===== config.mk =====
export PLATFORM = sky130hd
export DESIGN_NAME = count_cycle_frame_flat
export DESIGN_NICKNAME = d
export VERILOG_FILES = /design/src/rtl/count_cycle_frame_if.sv /design/src/rtl/count_cycle_frame.sv /design/src/flat_wrapper.sv
export SDC_FILE = /design/constraint.sdc
export NUM_CORES = 1
export LEC_CHECK = 0
export CORE_UTILIZATION = 25
export CTS_CLUSTER_SIZE = 12
export DETAILED_ROUTE_END_ITERATION = 10
export GPL_TIMING_DRIVEN = 0
export SLEW_MARGIN = 20
export SYNTH_ARGS = -nofsm -noshare
export SYNTH_HDL_FRONTEND = slang
export SYNTH_SLANG_ARGS = --single-unit

===== constraint.sdc =====
create_clock -name clk -period 5.55 [get_ports clk]
set_input_delay 0.8325 -clock clk [delete_from_list [all_inputs] [get_ports clk]]
set_output_delay 0.8325 -clock clk [all_outputs]
set_load 0.05 [all_outputs]

===== src/rtl/count_cycle_frame_if.sv =====
// Stream bundle for count_cycle_frame: s_axis beats in, tagged m_axis beats out.
// With COUNT_CYCLE_FRAME_TRUNC_EN defined the bundle also carries m_axis_trunc.
interface count_cycle_frame_if #(
  parameter int unsigned DATA_WIDTH  = 32,
  parameter int unsigned CNT_WIDTH   = 16,
  parameter int unsigned FRAME_WIDTH = 8
);
  logic                   s_axis_tvalid;
  logic [DATA_WIDTH-1:0]  s_axis_tdata;
  logic                   s_axis_tready;
  logic                   m_axis_tvalid;
  logic [DATA_WIDTH-1:0]  m_axis_tdata;
  logic                   m_axis_tlast;
  logic [CNT_WIDTH-1:0]   m_axis_count;
  logic [FRAME_WIDTH-1:0] m_axis_frame;
  logic                   m_axis_tready;
`ifdef COUNT_CYCLE_FRAME_TRUNC_EN
  logic                   m_axis_trunc;

  modport slave (
    input  s_axis_tvalid, s_axis_tdata, m_axis_tready,
    output s_axis_tready, m_axis_tvalid, m_axis_tdata, m_axis_tlast, m_axis_count,
           m_axis_frame, m_axis_trunc
  );
  modport master (
    output s_axis_tvalid, s_axis_tdata, m_axis_tready,
    input  s_axis_tready, m_axis_tvalid, m_axis_tdata, m_axis_tlast, m_axis_count,
           m_axis_frame, m_axis_trunc
  );
`else
  modport slave (
    input  s_axis_tvalid, s_axis_tdata, m_axis_tready,
    output s_axis_tready, m_axis_tvalid, m_axis_tdata, m_axis_tlast, m_axis_count,
           m_axis_frame
  );
  modport master (
    output s_axis_tvalid, s_axis_tdata, m_axis_tready,
    input  s_axis_tready, m_axis_tvalid, m_axis_tdata, m_axis_tlast, m_axis_count,
           m_axis_frame
  );
`endif
endinterface


===== src/rtl/count_cycle_frame.sv =====
// Tags accepted stream beats with in-frame count, final flag and frame index, then buffers them
// in a FIFO with almost-full backpressure. COUNT_CYCLE_FRAME_TRUNC_EN adds the truncation tag.
module count_cycle_frame #(
  parameter int unsigned DATA_WIDTH      = 32,
  parameter int unsigned CNT_WIDTH       = 16,
  parameter int unsigned FRAME_WIDTH     = 8,
  parameter int unsigned FIFO_ADDR_WIDTH = 4
) (
  input  logic                 clk,
  input  logic                 reset_n,
  input  logic [CNT_WIDTH-1:0] cnt_limit,
  input  logic                 start_sig,
  count_cycle_frame_if.slave   bus
);
  localparam int unsigned Depth = 1 << FIFO_ADDR_WIDTH;
  // Three slots of headroom: two beats in the tag pipeline plus the registered-ready lag.
  localparam logic [FIFO_ADDR_WIDTH:0] AfLevel = (FIFO_ADDR_WIDTH + 1)'(Depth - 3);

  typedef struct packed {
`ifdef COUNT_CYCLE_FRAME_TRUNC_EN
    logic                   trunc;
`endif
    logic                   last;
    logic [FRAME_WIDTH-1:0] frame;
    logic [CNT_WIDTH-1:0]   count;
    logic [DATA_WIDTH-1:0]  data;
  } beat_t;

  logic                   first_q, prev_final_q, tready_q;
  logic [CNT_WIDTH-1:0]   cnt_q, limit_q;
  logic [FRAME_WIDTH-1:0] frame_q;

  logic                   take, restart;
  logic [CNT_WIDTH-1:0]   cnt_d, limit_d;
  logic [FRAME_WIDTH-1:0] frame_d;
  beat_t                  beat_d;

  assign take = bus.s_axis_tvalid & tready_q;

  always_comb begin
    restart = first_q | start_sig | prev_final_q;
    cnt_d   = restart ? '0 : cnt_q + CNT_WIDTH'(1);
    limit_d = restart ? cnt_limit : limit_q;
    if (first_q) begin
      frame_d = '0;
    end else if (restart) begin
      frame_d = frame_q + FRAME_WIDTH'(1);
    end else begin
      frame_d = frame_q;
    end
    beat_d       = '0;
    beat_d.data  = bus.s_axis_tdata;
    beat_d.count = cnt_d;
    beat_d.frame = frame_d;
    beat_d.last  = (cnt_d == limit_d);
`ifdef COUNT_CYCLE_FRAME_TRUNC_EN
    beat_d.trunc = start_sig & ~first_q & ~prev_final_q;
`endif
  end

  always_ff @(posedge clk or negedge reset_n) begin
    if (!reset_n) begin
      first_q      <= 1'b1;
      prev_final_q <= 1'b0;
      cnt_q        <= '0;
      limit_q      <= '0;
      frame_q      <= '0;
    end else if (take) begin
      first_q      <= 1'b0;
      prev_final_q <= beat_d.last;
      cnt_q        <= cnt_d;
      limit_q      <= limit_d;
      frame_q      <= frame_d;
    end
  end

  // Two register stages give the fixed take-to-write latency.
  beat_t s1_q, s2_q;
  logic  s1_valid_q, s2_valid_q;

  always_ff @(posedge clk or negedge reset_n) begin
    if (!reset_n) begin
      s1_valid_q <= 1'b0;
      s2_valid_q <= 1'b0;
      s1_q       <= '0;
      s2_q       <= '0;
    end else begin
      s1_valid_q <= take;
      s2_valid_q <= s1_valid_q;
      if (take) begin
        s1_q <= beat_d;
      end
      s2_q <= s1_q;
    end
  end

  beat_t                    mem_q [Depth];
  logic [FIFO_ADDR_WIDTH:0] wr_ptr_q, rd_ptr_q, occ;
  logic                     empty, pop;
  beat_t                    rd_beat;

  assign occ     = wr_ptr_q - rd_ptr_q;
  assign empty   = (occ == '0);
  assign pop     = ~empty & bus.m_axis_tready;
  assign rd_beat = mem_q[rd_ptr_q[FIFO_ADDR_WIDTH-1:0]];

  always_ff @(posedge clk) begin
    if (s2_valid_q) begin
      mem_q[wr_ptr_q[FIFO_ADDR_WIDTH-1:0]] <= s2_q;
    end
  end

  always_ff @(posedge clk or negedge reset_n) begin
    if (!reset_n) begin
      wr_ptr_q <= '0;
      rd_ptr_q <= '0;
      tready_q <= 1'b0;
    end else begin
      if (s2_valid_q) begin
        wr_ptr_q <= wr_ptr_q + (FIFO_ADDR_WIDTH + 1)'(1);
      end
      if (pop) begin
        rd_ptr_q <= rd_ptr_q + (FIFO_ADDR_WIDTH + 1)'(1);
      end
      tready_q <= (occ < AfLevel);
    end
  end

  // Tag fields read as zero whenever nothing is presented (including during reset).
  assign bus.s_axis_tready = tready_q;
  assign bus.m_axis_tvalid = ~empty;
  assign bus.m_axis_tdata  = rd_beat.data;
  assign bus.m_axis_tlast  = ~empty & rd_beat.last;
  assign bus.m_axis_count  = empty ? '0 : rd_beat.count;
  assign bus.m_axis_frame  = empty ? '0 : rd_beat.frame;
`ifdef COUNT_CYCLE_FRAME_TRUNC_EN
  assign bus.m_axis_trunc  = ~empty & rd_beat.trunc;
`endif

endmodule


===== src/flat_wrapper.sv =====
// flat-port wrapper written by rule: the top's interface ports become plain ports
module count_cycle_frame_flat 
#(
  parameter int unsigned DATA_WIDTH      = 32,
  parameter int unsigned CNT_WIDTH       = 16,
  parameter int unsigned FRAME_WIDTH     = 8,
  parameter int unsigned FIFO_ADDR_WIDTH = 4
)
  (clk, reset_n, cnt_limit, start_sig, bus_s_axis_tvalid, bus_s_axis_tdata, bus_m_axis_tready, bus_s_axis_tready, bus_m_axis_tvalid, bus_m_axis_tdata, bus_m_axis_tlast, bus_m_axis_count, bus_m_axis_frame);
  count_cycle_frame_if #(.DATA_WIDTH(DATA_WIDTH), .CNT_WIDTH(CNT_WIDTH), .FRAME_WIDTH(FRAME_WIDTH)) bus_i ();
  input  logic clk;
  input  logic reset_n;
  input  logic [CNT_WIDTH-1:0] cnt_limit;
  input  logic start_sig;
  input wire logic [$bits(bus_i.s_axis_tvalid)-1:0] bus_s_axis_tvalid;
  input wire logic [$bits(bus_i.s_axis_tdata)-1:0] bus_s_axis_tdata;
  input wire logic [$bits(bus_i.m_axis_tready)-1:0] bus_m_axis_tready;
  output wire logic [$bits(bus_i.s_axis_tready)-1:0] bus_s_axis_tready;
  output wire logic [$bits(bus_i.m_axis_tvalid)-1:0] bus_m_axis_tvalid;
  output wire logic [$bits(bus_i.m_axis_tdata)-1:0] bus_m_axis_tdata;
  output wire logic [$bits(bus_i.m_axis_tlast)-1:0] bus_m_axis_tlast;
  output wire logic [$bits(bus_i.m_axis_count)-1:0] bus_m_axis_count;
  output wire logic [$bits(bus_i.m_axis_frame)-1:0] bus_m_axis_frame;
  assign bus_i.s_axis_tvalid = bus_s_axis_tvalid;
  assign bus_i.s_axis_tdata = bus_s_axis_tdata;
  assign bus_i.m_axis_tready = bus_m_axis_tready;
  assign bus_s_axis_tready = bus_i.s_axis_tready;
  assign bus_m_axis_tvalid = bus_i.m_axis_tvalid;
  assign bus_m_axis_tdata = bus_i.m_axis_tdata;
  assign bus_m_axis_tlast = bus_i.m_axis_tlast;
  assign bus_m_axis_count = bus_i.m_axis_count;
  assign bus_m_axis_frame = bus_i.m_axis_frame;
  count_cycle_frame #(.DATA_WIDTH(DATA_WIDTH), .CNT_WIDTH(CNT_WIDTH), .FRAME_WIDTH(FRAME_WIDTH), .FIFO_ADDR_WIDTH(FIFO_ADDR_WIDTH)) u_core (.clk(clk), .reset_n(reset_n), .cnt_limit(cnt_limit), .start_sig(start_sig), .bus(bus_i));
endmodule

==> metrics.md <==
| Metric | Value |
|---|---|
| Outcome | `finished, final reports clean` |
| Vias in the first global route | `19600` |
| Number of vias per cell after detailed routing | `4.43` |
| Highest clock frequency the design can meet | `189 MHz` |
| Synth Area per Inst | `22.5 um^2` |
| Top post-synthesis cells by area | `edfxtp_1 68%, mux4_2 16%, dfrtp_1 8.9%, mux2_2 0.90%, nand2_1 0.78%` |
| CTS Buffer Depth | `3` |
| Instance count of the mapped netlist | `1786` |
| Residual antenna-violating net count after detailed routing | `0` |
| Number of primary I/O pins | `112` |
| Async S/R FF share, synth | `between 10% and 20%` |
| Final worst path period share | `95.3%` |
| Pin count of the biggest net entering global routing | `79` |
| Cell accounting for the most synthesized area | `edfxtp_1` |
| Detailed placement HPWL | `65700 um` |
| Initial core utilization | `25.3%` |
| Unrepaired setup endpoints after global routing | `no` |
| Worst setup slack after placement | `-1.13 ns` |
| Cells traversed along the worst timing path | `buf_4 > buf_4 > inv_1 > fa_1 > a21o_1 > a21oi_1 > xnor2_1 > a2111oi_4 > clkbuf_4 > inv_2 > clkdlybuf4s50_1` |
| Layout cells sized above 1 | `26.9%` |
| Buffers and inverters on the worst path | `6` |
| Non-filler cells in the finished layout | `about 4200` |
| Htree depth | `3` |
| Number of buffer cells added on primary ports | `~110` |
| Slew HR | `between 20 and 30%` |
| Kind of cell adding the most delay to the critical path | `buffers and inverters` |
| Clock tree from TritonCTS | `done` |
| Final cell area excluding filler cells | `roughly 49000 um^2` |
| Yosys warnings | `0` |
| Sequential fraction of the synthesis area | `77.1%` |
| Die Footprint | `162000 um^2` |
| Crit path largest cell delay | `between 0.6 and 0.7 ns` |
| Clock root buffer master | `clkbuf_16` |
| Power per cell area | `533 nW/um^2` |
| Die height | `about 400 um` |
| Core Util, Final | `30.6%` |
| Count of pins over their slew limit | `0` |
| Hold Fails Final Rpt | `0` |
| Number of placement rows | `between 100 and 150` |
| Cell area after synthesis | `40200 um^2` |
| Instance area at placement | `45500 um^2` |
| Crit end category | `primary output` |
| Routed wire length per instance | `23.3 um` |
| Leakage power of the design | `15.4 nW` |
| Grt total ovfl | `0` |
| VDD IR max | `0.000291 V` |
| Final Critical Period | `5.29 ns` |
| Critical setup path kind | `flip-flop to primary output` |
| Seq cells post-synth | `1056` |
| Count of distinct cell types in the synthesized netlist | `56` |
| Min-Delay Path Class | `input pin to async pin` |
| Number of buffers created by CTS | `approximately 100` |
| Largest fanout on the critical path | `10` |
| Area added between synthesis and finish | `20.9%` |
| Core Region | `159000 um^2` |
| Wire length of the first global-routing pass | `142000 um` |
| Via count of the routed design | `about 19000` |
| Final Setup Violations | `0` |
| Most common flop cell mapped by yosys | `edfxtp_1` |
| Post-placement cell count | `4043` |
| Crit start category | `flip-flop` |
| 1st-pass router iterations | `6` |
| Number of clock sinks | `1056` |
| Cell occurring most often along the worst timing path | `buf_4` |
| Final Worst Setup Slack | `0.259 ns` |
| Final #Nets | `2137` |
| Clock-pin slew reported for the worst setup and hold paths after clock tree synthesis | `0.06 ns` |
| Die span in x | `approximately 400 um` |
| Endpoint required time on the critical path | `4.72 ns` |
| EDFF count, synth | `between 900 and 1000` |
| Clock network latency to the later pin of the worst-skew pair | `0.69 ns` |
| Total track usage | `12.1%` |
| Total routed wirelength | `98500 um` |
| Yosys top cell area share | `68.2%` |
| Net count after synthesis | `1851` |
| # Max-Cap Violations | `0` |
| Clock Skew | `0.0199 ns` |
| DRC violation total after the first TritonRoute iteration | `1705` |
| Least-Margin Pin Slew | `1.07 ns` |
| Routability congestion estimate | `roughly 0.77` |
| Antenna violations before repair | `11` |
| Worst EP arrival | `4.46 ns` |
| Cts hold-fix bufs | `0` |
| Number of design rule violations left after detail routing | `0` |
| Cell with the largest stage delay on the worst path | `clkdlybuf4s50_1` |
[repair_timing]
action,in CTS,in global routing
endpoints found under the setup margin,27,5
gates resized for setup,34,5
setup buffers,0,0
[cell usage after synthesis, drive strengths merged, types with 2 or more instances]
| cell | n |
|---|---|
| a21oi | 9 |
| o22ai | 2 |
| edfxtp | 912 |
| mux2 | 33 |
| nand3 | 13 |
| xor2 | 16 |
| nor2b | 26 |
| ha | 11 |
| nand2 | 84 |
| a31oi | 3 |
| nor3 | 6 |
| nand2b | 7 |
| inv | 12 |
| clkbuf | 43 |
| o21ai | 27 |
| mux4 | 285 |
| o31ai | 3 |
| a21o | 2 |
| nor2 | 31 |
| buf | 45 |
| o2111ai | 2 |
| dfrtp | 143 |
| xnor2 | 26 |
| a2111oi | 2 |
| nand4 | 12 |
| nor4 | 7 |
| or3 | 5 |
| and3 | 4 |
[through the flow]
step | hold slack [ns] | power [mW] | setup TNS, ns
2_1_floorplan | 0.331 | 16.4 | 0
3_3_place_gp | 0.339 | 19.6 | -2416.05
3_5_place_dp | 0.336 | 19.9 | -22.29
4_1_cts | 0.104 | 26.3 | 0
5_1_grt | 0.147 | 26.9 | 0
6_report | 0.109 | 25.9 | 0
[sequential cells by signal, summed over array words and instances, names as in the netlist, 5 cells and up]
name and cells:
u_core.rd_ptr_q 5, u_core.s1_q 33, u_core.frame_q 8, u_core.mem_q 912
u_core.wr_ptr_q 5, u_core.cnt_q 16, u_core.limit_q 16, u_core.s2_q 57
[layout by cell type, fill, tap and decap left out, types with 25 or more instances in the layout]
| master | count |
|---|---|
| clkbuf_1 | 109 |
| nor2b_1 | 25 |
| xnor2_1 | 26 |
| o21ai_0 | 27 |
| nand2_1 | 84 |
| mux4_2 | 285 |
| buf_4 | 26 |
| buf_16 | 33 |
| clkdlybuf4s50_1 | 85 |
| mux2_2 | 32 |
| edfxtp_1 | 912 |
| dfrtp_1 | 142 |
| clkbuf_16 | 104 |
[area by class of cell]
class	count	area, um^2
Antenna cell	3	7.51
Buffer	86	467
Clock buffer	181	2930
Clock inverter	7	121
Fill cell	15200	110000
Inverter	12	45.0
Multi-Input combinational cell	630	8820
Sequential cell	1056	31000
Tap cell	2072	2590
Timing Repair Buffer	185	2590
[power breakdown]
part	total, mW	internal (mW)	switching [mW]
clock	6.50	3.65	2.85
combinational	8.49	3.40	5.08
sequential	10.9	10.0	0.883
total	25.9	17.1	8.82
[metal layers]
metal	global-route usage, %	share of wire [%]	vias to the layer above
met4	3.52	2.1	12
met2	20.7	51	491
met5	0	0.077	-
met1	15.7	42	10200
li1	-	-	7972
met3	2.03	5.1	127
[kinds of logic after synthesis]
logic type | synth area share [%]
compound gates | 0.934
xor+xnor | 0.915
fa+ha+maj | 0.392
buf+inv | 1.24
flops | 77.1
mux | 16.9
simple gates | 2.49
[final timing paths]
kind,from,end,slack [ns],cells after the start
max,u_core.rd_ptr_q[1],bus_m_axis_tvalid,0.26,11
min,reset_n,u_core.s2_q[15],0.11,1
max reg2reg,u_core.rd_ptr_q[1],u_core.rd_ptr_q[1],2.19,10
min reg2reg,u_core.s1_valid_q,u_core.s2_valid_q,0.35,0
max in group asynchronous,reset_n,u_core.s2_q[32],4.51,2
min in group clk,u_core.s1_valid_q,u_core.s2_valid_q,0.35,0
(Power assumes the default switching activity.)
